$ cat config.mk
export PLATFORM = sky130hd
export DESIGN_NAME = memory_rd_arbiter_flat
export DESIGN_NICKNAME = d
export VERILOG_FILES = /design/src/rtl/memory_rd_arbiter_if.sv /design/src/rtl/memory_rd_arbiter.sv /design/src/flat_wrapper.sv
export SDC_FILE = /design/constraint.sdc
export NUM_CORES = 1
export LEC_CHECK = 0
export ABC_AREA = 1
export BUFFER_PORTS_ARGS = -buffer_cell sky130_fd_sc_hd__buf_4
export CAP_MARGIN = 20
export CORE_ASPECT_RATIO = 1.5
export CORE_UTILIZATION = 30
export DETAILED_ROUTE_END_ITERATION = 8
export PLACE_DENSITY_LB_ADDON = 0.05
export SYNTH_ARGS = -nofsm -noshare
export SYNTH_HDL_FRONTEND = slang
export SYNTH_SLANG_ARGS = --single-unit
$ cat constraint.sdc
create_clock -name clk -period 2.4 [get_ports clk]
set_clock_uncertainty 0.15 [all_clocks]
set_input_delay 0 -clock clk [delete_from_list [all_inputs] [get_ports clk]]
set_output_delay 0 -clock clk [all_outputs]
set_load 0.01 [all_outputs]
$ cat src/rtl/memory_rd_arbiter_if.sv
// ---------------------------------------------------------------------------
// memory_rd_arbiter_if
// Bundles every signal between memory_rd_arbiter, its client blocks and the
// dual-port memory instance. clk and reset stay plain ports on the arbiter.
//
//   pause              - blocks new read grants while high
//   req_valid/req_addr - per-requester read requests (requester i: [i*AW +: AW])
//   req_ready          - one-hot read grant
//   wr_*               - single writer, passed straight to the write port
//   rsp_valid/id/data  - read response, one cycle after the grant
//   mem_*              - memory port connections (rd_dout has 1-cycle latency)
//
// slave : the arbiter's view.   master : the client/memory side's view.
// ---------------------------------------------------------------------------
interface memory_rd_arbiter_if #(
  parameter int N     = 4,
  parameter int DW    = 32,
  parameter int DEPTH = 32,
  parameter int AW    = $clog2(DEPTH),
  parameter int IW    = (N > 1) ? $clog2(N) : 1
);
  logic            pause;
  logic [N-1:0]    req_valid;
  logic [N*AW-1:0] req_addr;
  logic [N-1:0]    req_ready;

  logic            wr_valid;
  logic [DW-1:0]   wr_wem;
  logic [AW-1:0]   wr_addr;
  logic [DW-1:0]   wr_din;
  logic            wr_ready;

  logic            rsp_valid;
  logic [IW-1:0]   rsp_id;
  logic [DW-1:0]   rsp_data;

  logic            mem_wr_en;
  logic [DW-1:0]   mem_wr_wem;
  logic [AW-1:0]   mem_wr_addr;
  logic [DW-1:0]   mem_wr_din;
  logic            mem_rd_en;
  logic [AW-1:0]   mem_rd_addr;
  logic [DW-1:0]   mem_rd_dout;

  modport slave (
    input  pause, req_valid, req_addr,
    input  wr_valid, wr_wem, wr_addr, wr_din,
    input  mem_rd_dout,
    output req_ready, wr_ready,
    output rsp_valid, rsp_id, rsp_data,
    output mem_wr_en, mem_wr_wem, mem_wr_addr, mem_wr_din,
    output mem_rd_en, mem_rd_addr
  );

  modport master (
    output pause, req_valid, req_addr,
    output wr_valid, wr_wem, wr_addr, wr_din,
    output mem_rd_dout,
    input  req_ready, wr_ready,
    input  rsp_valid, rsp_id, rsp_data,
    input  mem_wr_en, mem_wr_wem, mem_wr_addr, mem_wr_din,
    input  mem_rd_en, mem_rd_addr
  );
endinterface

$ cat src/rtl/memory_rd_arbiter.sv
// ---------------------------------------------------------------------------
// memory_rd_arbiter
// Shares the read port of a dual-port memory between N requesters with
// round-robin arbitration, passes a single writer straight to the write port,
// and returns each read response tagged with the owning requester's ID.
// Read-during-write on the array is undefined, so a same-cycle read/write to
// the same address is resolved by forwarding the written bits.
//
// Ports:
//   clk   - single clock for arbiter and both memory ports
//   reset - asynchronous, active-high
//   bus   - memory_rd_arbiter_if.slave (requests, write, response, memory)
// ---------------------------------------------------------------------------
module memory_rd_arbiter #(
  parameter int N     = 4,
  parameter int DW    = 32,
  parameter int DEPTH = 32,
  parameter int AW    = $clog2(DEPTH),
  parameter int IW    = (N > 1) ? $clog2(N) : 1
) (
  input  logic                  clk,
  input  logic                  reset,
  memory_rd_arbiter_if.slave    bus
);

  logic [AW-1:0] addr_arr [N];
  logic [IW-1:0] ptr;
  logic [IW-1:0] ptr_nxt;
  logic [IW:0]   scan_idx;
  logic          gnt_vld;
  logic [IW-1:0] gnt_idx;
  logic          collide;

  logic          rsp_valid_q;
  logic [IW-1:0] rsp_id_q;
  logic          fwd_en;
  logic [DW-1:0] fwd_wem;
  logic [DW-1:0] fwd_din;

  for (genvar i = 0; i < N; i++) begin : g_addr
    assign addr_arr[i] = bus.req_addr[i*AW +: AW];
  end

  // Round-robin scan starting at ptr; the extra bit on scan_idx lets the
  // wrap work for N that is not a power of two.
  always_comb begin
    // NOTE: every variable gets a default first so no path leaves it
    // unassigned, which would otherwise infer a latch.
    gnt_vld  = 1'b0;
    gnt_idx  = '0;
    scan_idx = '0;
    if (!bus.pause) begin
      for (int k = 0; k < N; k++) begin
        scan_idx = {1'b0, ptr} + (IW+1)'(k);
        if (scan_idx >= (IW+1)'(N)) scan_idx = scan_idx - (IW+1)'(N);
        if (!gnt_vld && bus.req_valid[scan_idx[IW-1:0]]) begin
          gnt_vld = 1'b1;
          gnt_idx = scan_idx[IW-1:0];
        end
      end
    end
  end

  always_comb begin
    bus.req_ready = '0;
    if (gnt_vld) bus.req_ready[gnt_idx] = 1'b1;
  end

  assign ptr_nxt = (gnt_idx == IW'(N - 1)) ? '0 : gnt_idx + 1'b1;

  assign bus.mem_rd_en   = gnt_vld;
  assign bus.mem_rd_addr = addr_arr[gnt_idx];

  // Write path is a pure passthrough, independent of pause and arbitration.
  assign bus.mem_wr_en   = bus.wr_valid;
  assign bus.mem_wr_wem  = bus.wr_wem;
  assign bus.mem_wr_addr = bus.wr_addr;
  assign bus.mem_wr_din  = bus.wr_din;
  assign bus.wr_ready    = 1'b1;

  // Same-cycle read and write to one address: the array's read result is
  // undefined for the written bits, so capture them for the response.
  assign collide = gnt_vld && bus.wr_valid && (bus.wr_addr == addr_arr[gnt_idx]);

  always_ff @(posedge clk or posedge reset) begin
    if (reset) begin
      ptr         <= '0;
      rsp_valid_q <= 1'b0;
      rsp_id_q    <= '0;
      fwd_en      <= 1'b0;
      fwd_wem     <= '0;
      fwd_din     <= '0;
    end else begin
      // NOTE: non-blocking assignments keep every flop sampling the values
      // from before this edge, regardless of statement order.
      rsp_valid_q <= gnt_vld;
      fwd_en      <= collide;
      if (gnt_vld) begin
        ptr      <= ptr_nxt;
        rsp_id_q <= gnt_idx;
        fwd_wem  <= bus.wr_wem;
        fwd_din  <= bus.wr_din;
      end
    end
  end

  assign bus.rsp_valid = rsp_valid_q;
  assign bus.rsp_id    = rsp_id_q;
  assign bus.rsp_data  = fwd_en ? ((fwd_din & fwd_wem) | (bus.mem_rd_dout & ~fwd_wem))
                                : bus.mem_rd_dout;

endmodule

$ cat src/flat_wrapper.sv
// flat-port wrapper written by rule: the top's interface ports become plain ports
module memory_rd_arbiter_flat 
#(
  parameter int N     = 4,
  parameter int DW    = 32,
  parameter int DEPTH = 32,
  parameter int AW    = $clog2(DEPTH),
  parameter int IW    = (N > 1) ? $clog2(N) : 1
)
  (clk, reset, bus_pause, bus_req_valid, bus_req_addr, bus_wr_valid, bus_wr_wem, bus_wr_addr, bus_wr_din, bus_mem_rd_dout, bus_req_ready, bus_wr_ready, bus_rsp_valid, bus_rsp_id, bus_rsp_data, bus_mem_wr_en, bus_mem_wr_wem, bus_mem_wr_addr, bus_mem_wr_din, bus_mem_rd_en, bus_mem_rd_addr);
  memory_rd_arbiter_if #(.N(N), .DW(DW), .DEPTH(DEPTH), .AW(AW), .IW(IW)) bus_i ();
  input  logic clk;
  input  logic reset;
  input wire logic [$bits(bus_i.pause)-1:0] bus_pause;
  input wire logic [$bits(bus_i.req_valid)-1:0] bus_req_valid;
  input wire logic [$bits(bus_i.req_addr)-1:0] bus_req_addr;
  input wire logic [$bits(bus_i.wr_valid)-1:0] bus_wr_valid;
  input wire logic [$bits(bus_i.wr_wem)-1:0] bus_wr_wem;
  input wire logic [$bits(bus_i.wr_addr)-1:0] bus_wr_addr;
  input wire logic [$bits(bus_i.wr_din)-1:0] bus_wr_din;
  input wire logic [$bits(bus_i.mem_rd_dout)-1:0] bus_mem_rd_dout;
  output wire logic [$bits(bus_i.req_ready)-1:0] bus_req_ready;
  output wire logic [$bits(bus_i.wr_ready)-1:0] bus_wr_ready;
  output wire logic [$bits(bus_i.rsp_valid)-1:0] bus_rsp_valid;
  output wire logic [$bits(bus_i.rsp_id)-1:0] bus_rsp_id;
  output wire logic [$bits(bus_i.rsp_data)-1:0] bus_rsp_data;
  output wire logic [$bits(bus_i.mem_wr_en)-1:0] bus_mem_wr_en;
  output wire logic [$bits(bus_i.mem_wr_wem)-1:0] bus_mem_wr_wem;
  output wire logic [$bits(bus_i.mem_wr_addr)-1:0] bus_mem_wr_addr;
  output wire logic [$bits(bus_i.mem_wr_din)-1:0] bus_mem_wr_din;
  output wire logic [$bits(bus_i.mem_rd_en)-1:0] bus_mem_rd_en;
  output wire logic [$bits(bus_i.mem_rd_addr)-1:0] bus_mem_rd_addr;
  assign bus_i.pause = bus_pause;
  assign bus_i.req_valid = bus_req_valid;
  assign bus_i.req_addr = bus_req_addr;
  assign bus_i.wr_valid = bus_wr_valid;
  assign bus_i.wr_wem = bus_wr_wem;
  assign bus_i.wr_addr = bus_wr_addr;
  assign bus_i.wr_din = bus_wr_din;
  assign bus_i.mem_rd_dout = bus_mem_rd_dout;
  assign bus_req_ready = bus_i.req_ready;
  assign bus_wr_ready = bus_i.wr_ready;
  assign bus_rsp_valid = bus_i.rsp_valid;
  assign bus_rsp_id = bus_i.rsp_id;
  assign bus_rsp_data = bus_i.rsp_data;
  assign bus_mem_wr_en = bus_i.mem_wr_en;
  assign bus_mem_wr_wem = bus_i.mem_wr_wem;
  assign bus_mem_wr_addr = bus_i.mem_wr_addr;
  assign bus_mem_wr_din = bus_i.mem_wr_din;
  assign bus_mem_rd_en = bus_i.mem_rd_en;
  assign bus_mem_rd_addr = bus_i.mem_rd_addr;
  memory_rd_arbiter #(.N(N), .DW(DW), .DEPTH(DEPTH), .AW(AW), .IW(IW)) u_core (.clk(clk), .reset(reset), .bus(bus_i));
endmodule
==> results of run 1 <==
-- layer usage --
layer,vias up,global-route usage (%),wire [µm]
met5,-,0,0
met4,0,6.087,252
met3,17,3.343,828
met2,171,34.69,7744
met1,2148,19.77,5579
li1,2266,-,-
-- path summary, 6_finish.rpt --
| check | from | to | slack, ns | depth (start not counted) |
|---|---|---|---|---|
| max | u_core.ptr[0] | bus_mem_rd_addr[1] | -0.03 | 17 |
| max reg2reg | u_core.ptr[0] | u_core.fwd_en | 0.12 | 19 |
| max in group asynchronous | reset | u_core.ptr[0] | 1.15 | 4 |
| min | bus_req_addr[12] | u_core.fwd_en | 0.04 | 8 |
| min in group asynchronous | reset | u_core.fwd_wem[14] | 0.24 | 3 |
| min reg2reg | u_core.fwd_din[16] | u_core.fwd_din[16] | 0.33 | 2 |
-- final cells by class --
class	instances	area, µm²	share of cell area [%]
Timing Repair Buffer	337	2773	38.56
Multi-Input combinational cell	383	1908	26.54
Sequential cell	70	1753	24.38
Inverter	61	260.3	3.619
Tap cell	192	240.2	3.341
Clock buffer	10	229.0	3.184
Clock inverter	5	27.53	0.3828
-- state kept, by name, indices dropped and copies added, names as in the netlist --
signal / cells
u_core.bus.rsp_id: 2
u_core.fwd_wem: 32
u_core.ptr: 2
u_core.fwd_din: 32
u_core.fwd_en: 1
u_core.bus.rsp_valid: 1
-- power groups by stage --
stage	registers (W)	logic (W)	clock network [W]
2_1_floorplan	0.00183	0.00171	0
3_3_place_gp	0.00189	0.00260	0
3_5_place_dp	0.00190	0.00265	0
4_1_cts	0.00187	0.00295	0.00119
5_1_grt	0.00193	0.00356	0.00125
6_report	0.00188	0.00322	0.00115
-- critical path, cell delays in order (launching register included) --
cell and delay (ns):
dfrtp_2 0.43, buf_12 0.14, clkinv_8 0.06, nand2_1 0.06
nand2_2 0.08, nand2_1 0.05, nand2_1 0.06, nand2_1 0.07
nand2_1 0.11, nand2_2 0.08, nand2_4 0.14, nand2_8 0.08
buf_4 0.16, nand2_1 0.07, nand3_2 0.09, nand2_2 0.09
inv_1 0.04, buf_4 0.13
-- per-stage QoR --
step	setup TNS (ns)	cell area [µm²]	setup WS, ns
final	-0.05169	7191	-0.02696
after global routing	-1.061	7191	-0.1437
after CTS	-0.01320	7038	-0.01320
after detailed placement	0	5964	0.04874
after global placement	0	5964	0.1483
after floorplan	0	4403	0.3621
-- what timing repair did --
action / in CTS / in global routing
pin swaps: 6 / 11
resized for setup: 12 / 35
hold buffers: 71 / 0
hold endpoints to repair: 111 / 0
setup endpoints to repair: 10 / 11
gates cloned: 1 / 1
buffers inserted: 6 / 1
-- cell families (layout without fill, tap and decap cells) --
group | after synthesis | after routing | share of synthesized area (%)
AO/OA/AOI/OAI | 3 | 3 | 0.3409
adder cells (fa/ha/maj) | 4 | 4 | 1.137
multiplexers | 32 | 32 | 7.275
flip-flops | 70 | 70 | 39.78
AND/OR/NAND/NOR | 342 | 343 | 31.66
buffers and inverters | 152 | 413 | 19.72
other | 1 | 1 | 0.08517
-- placed cells by master, fill, tap and decap left out, types with 2 or more instances in the layout --
| cell | count |
|---|---|
| buf_4 | 259 |
| buf_6 | 4 |
| clkbuf_16 | 10 |
| clkinv_2 | 5 |
| dfrtp_1 | 69 |
| dlygate4sd3_1 | 71 |
| ha_1 | 3 |
| inv_1 | 50 |
| inv_2 | 6 |
| inv_6 | 2 |
| mux2i_1 | 32 |
| nand2_1 | 274 |
| nand2_2 | 20 |
| nand2_4 | 5 |
| nand3_1 | 16 |
| nand3_2 | 14 |
| nand3b_1 | 2 |
| nor2_1 | 9 |
| o21ai_0 | 2 |
==> results.py, run 1 <==
metrics = {
    "floorplanning": {
        "dieHeight_um": 150.4,
        "pin_count": 245,
        "start_util_pct": 31.03,
        "fp.dieW_um": 100.9,
        "fp-row-count": 53,
        "core_area_um2": 14190,
        "die_area_um2": 15180,
    },
    "setup_path": {
        "worstPathArrival_ns": 2.28,
        "critPathMaxFanout": 10,
        "cp-end-kind": "output port",
        "startpoint_type": "flip-flop",
        "cp.required_ns": 2.25,
        "path_class": "reg -> out",
    },
    "min_path": {
        "min_path_type": "in -> reg",
    },
    "clock_tree": {
        "cts-root-buf": "clkbuf_16",
        "clk_pin_slew_worst_paths_ns": 0.06,
        "insertion_delay_ns": 0.33,
        "clock_path_buffers": 2,
        "htreeDepth": 3,
        "cts_tree": "yes",
        "numCtsBuffers": 9,
        "clock_sinks": 70,
    },
    "pwr": {
        "power.share.clock_pct": 18.5,
        "total_power_w": 0.006248,
        "power_per_cell_area_nw_per_um2": 868.8,
        "p_int_w": 0.003739,
        "p_comb_share_pct": 51.5,
        "peakVddDrop_mv": 0.3538,
        "sw_frac_of_total_pct": 40.15,
        "switchingPower_w": 0.002509,
        "power_leakage_nw": 4.166,
        "pwr-share-seq_pct": 30.0,
    },
    "global_route": {
        "grt_antenna_before_repair": 0,
        "grt_pass1_wl_um": 21370,
        "grt_max_degree": 73,
        "grt_pass1_vias": 4505,
        "grt_usage_pct": 18.16,
        "grt_overflow": 0,
    },
    "synthesis": {
        "synth_nets": 737,
        "syn_area_um2": 4403,
        "yosysWarnings": 0,
        "synth.avg_cell_area_um2": 7.290,
        "synthTopCellsByCount": "nand2_1, buf_4, dfrtp_1",
        "ys_types": 24,
        "ys_seq_elements": 70,
        "synth-edff-count": 0,
        "synth-main-ff-cell": "dfrtp_1",
        "yosys.area.top_type": "dfrtp_1",
        "synth_top_area_share_pct": 39.78,
        "synth_area_leaders": "dfrtp_1, nand2_1, buf_4",
        "yosysMostFrequentCell": "nand2_1",
        "synth_cells": 604,
        "synthArstFlopShare_pct": 100.0,
        "synth_seq_area_share_pct": 39.78,
    },
    "sta": {
        "hold_viol": 0,
        "fmax_mhz": 412.0,
        "hold-worst-slack_ns": 0.03520,
        "min_period_ns": 2.427,
        "rsz0062_at_grt": "yes",
        "slew_headroom_pct": 42.68,
        "finalSetupViolations": 5,
        "fin_ws_ns": -0.02696,
        "drv_slew": 0,
        "tightestPinTransition_ns": 0.8588,
        "finalCritPeriodShare_pct": 101.1,
    },
    "route": {
        "postRouteAntennaNets": 0,
        "drtPass1Iterations": 4,
        "drtIter0Drc": 154,
        "wl_per_cell_um": 13.61,
        "vias_per_cell": 4.350,
        "vias": 4602,
        "drcViolationCount": 0,
        "totalWireLength_um": 14400,
    },
    "final_layout": {
        "fin_util_pct": 50.67,
        "layout-drive-gt1-share_pct": 38.68,
        "syn2layout_area_growth_pct": 63.31,
        "antenna_cells": 0,
        "nNetsFinal": 995,
        "instances_no_fill": 1058,
        "fillers": 1440,
    },
    "placed_design": {
        "port_buffers": 243,
        "dp_hpwl_um": 9719,
        "dpl.cell_count": 963,
        "place.gp.congestion": 0.8454,
    },
    "outcome": {
        "outcome": "finished with violations",
        "violations": "setup timing",
    },
    "job": {
        "cap_violations": 0,
    },
}
No activity file was read; power rests on OpenSTA's default activity.
==> inputs of run 2 (changes only) <==
CORE_MARGIN = 2   (was not set)
==> run 2 against run 1 <==
  * Flip-flop and latch count unchanged
  * Total power up 9.8%
  * The flow now finishes without violations
  * Critical path type unchanged
  * Combinational power rose by 9.9%
  * Routed wire length grew 3.1%
  * Fmax rose by 1.6%
  * First-iteration DRC count decreased by 21%
  * Count of clock-buffer cells in the layout is 2 higher
  * Sequential share of layout area decreased by 0.88 points
  * Critical endpoint is now bus_mem_rd_addr[2]
  * Register-to-register slack got worse by 0.04 ns
  * Non-clock buffer count rose by 8
  * Setup slack gained 0.037 ns
  * Critical path depth down 1
==> results.py, run 2 (same netlist as run 1, synthesis figures left out) <==
metrics = {
    "outcome": {
        "outcome": "finished, final reports clean",
    },
    "clock_tree": {
        "numCtsBuffers": 9,
        "insertion_delay_ns": 0.33,
        "cts_tree": "yes",
        "cts-root-buf": "clkbuf_16",
        "clock_path_buffers": 2,
        "clock_sinks": 70,
        "clk_pin_slew_worst_paths_ns": 0.05,
        "htreeDepth": 3,
    },
    "pwr": {
        "power_per_cell_area_nw_per_um2": 918.6,
        "total_power_w": 0.006858,
        "pwr-share-seq_pct": 27.7,
        "p_int_w": 0.004191,
        "sw_frac_of_total_pct": 38.88,
        "switchingPower_w": 0.002667,
        "power_leakage_nw": 4.272,
        "p_comb_share_pct": 51.7,
        "power.share.clock_pct": 20.7,
        "peakVddDrop_mv": 0.3514,
    },
    "global_route": {
        "grt_antenna_before_repair": 0,
        "grt_overflow": 0,
        "grt_max_degree": 73,
        "grt_pass1_wl_um": 22060,
        "grt_usage_pct": 17.72,
        "grt_pass1_vias": 4631,
    },
    "floorplanning": {
        "pin_count": 245,
        "dieHeight_um": 152.4,
        "fp-row-count": 54,
        "die_area_um2": 15680,
        "start_util_pct": 30.45,
        "core_area_um2": 14460,
        "fp.dieW_um": 102.9,
    },
    "final_layout": {
        "layout-drive-gt1-share_pct": 41.08,
        "layout_common_cells": "nand2_1, buf_4, dlygate4sd3_1, dfrtp_1, inv_1",
        "nNetsFinal": 1002,
        "mostFrequentLayoutCell": "nand2_1",
        "finalInstanceArea_um2": 7466,
        "syn2layout_area_growth_pct": 69.57,
        "fin_util_pct": 51.64,
        "antenna_cells": 0,
        "fillers": 1426,
        "reg_top3": "u_core.fwd_din x32, u_core.fwd_wem x32",
    },
    "setup_path": {
        "rr_startpoint": "u_core.ptr[1]",
        "critPathMaxFanout": 6,
        "rrSetupSlack_ns": 0.08,
        "cp-end-kind": "output port",
        "cp.required_ns": 2.25,
        "worstPathArrival_ns": 2.24,
        "r2r-end": "u_core.fwd_en",
        "startpoint_type": "flip-flop",
        "rr_worst_depth": 18,
        "path_class": "reg -> out",
    },
    "min_path": {
        "hold_end": "u_core.fwd_en",
        "holdPathStages": 8,
        "min_path_type": "in -> reg",
        "hp-start": "bus_req_addr[14]",
    },
    "route": {
        "drcViolationCount": 0,
        "drtIter0Drc": 121,
        "drtPass1Iterations": 4,
        "postRouteAntennaNets": 0,
        "wl_per_cell_um": 13.88,
        "vias": 4605,
        "vias_per_cell": 4.304,
        "totalWireLength_um": 14850,
    },
    "sta": {
        "hold-worst-slack_ns": 0.03229,
        "min_period_ns": 2.390,
        "fmax_mhz": 418.4,
        "hold_viol": 0,
        "tns_ns": 0,
        "finalSetupViolations": 0,
        "drv_slew": 0,
        "finalCritPeriodShare_pct": 99.58,
        "rsz0062_at_grt": "yes",
    },
    "placed_design": {
        "dpl-instance-area_um2": 5929,
        "place.gp.congestion": 0.8543,
        "port_buffers": 243,
        "dp_hpwl_um": 9764,
    },
    "job": {
        "cap_violations": 0,
    },
}
## run 2: worst max path at each step
stage / start / to / slack [ns] / depth (start not counted)
final: u_core.ptr[1] / bus_mem_rd_addr[2] / 0.01 / 16
after global routing: u_core.ptr[1] / bus_mem_rd_addr[2] / -0.16 / 16
after CTS: u_core.ptr[0] / bus_mem_rd_addr[2] / 0.002 / 15
after detailed placement: u_core.ptr[0] / u_core.fwd_en / 0.04 / 14
after global placement: u_core.ptr[0] / u_core.fwd_en / 0.1 / 15
after floorplan: u_core.ptr[0] / u_core.fwd_en / 0.36 / 19
## run 2: final cells by class
type / count / area (µm²) / share of cell area [%]
Tap cell: 196 / 245.2 / 3.285
Timing Repair Buffer: 345 / 2910 / 38.98
Clock inverter: 4 / 70.07 / 0.9385
Multi-Input combinational cell: 382 / 1984 / 26.58
Sequential cell: 70 / 1754 / 23.50
Inverter: 61 / 255.2 / 3.419
Clock buffer: 12 / 246.5 / 3.301
## run 2: critical path, cell delays in order, from the launching register on
cell and delay [ns]:
dfrtp_2 0.49, inv_4 0.12, nand2_1 0.09, nand2_2 0.09, nand2_1 0.08, nand2_1 0.07, nand2_1 0.07, nand2_1 0.07
nand2_2 0.06, nand2_4 0.11, nand2_8 0.09, buf_12 0.14, nand2_1 0.05, nand3_1 0.12, nand2_2 0.09, inv_1 0.04
buf_4 0.13
## run 2: power groups by stage
stage	logic, W	clock network, W	registers, W
after global placement	0.00250	0	0.00190
after CTS	0.00298	0.00146	0.00189
after global routing	0.00389	0.00151	0.00195
after floorplan	0.00171	0	0.00183
final	0.00354	0.00142	0.00190
after detailed placement	0.00255	0	0.00191
## run 2: through the flow
stage,setup WS [ns],cells
after floorplan,0.3621,604
after global placement,0.09777,960
after detailed placement,0.03762,960
after CTS,0.001630,1057
after global routing,-0.1623,1070
final,0.01014,1070
## run 2: repair_timing
action,in CTS,in global routing
resized for setup,22,58
buffers inserted,9,11
hold endpoints to repair,135,0
pin swaps,4,26
hold buffers,71,0
endpoints found under the setup margin,9,10
gates cloned,1,2
## run 2: metal layers
metal  part of all wire (%)  wire, µm  up-vias  global-route usage, %
met5                      0         0        -                      0
met4                    2.5       371        0                  7.644
met3                    5.6       838       27                  3.028
met2                     53      7919      165                  31.54
met1                     39      5723     2142                  20.25
li1                       -         -     2271                      -
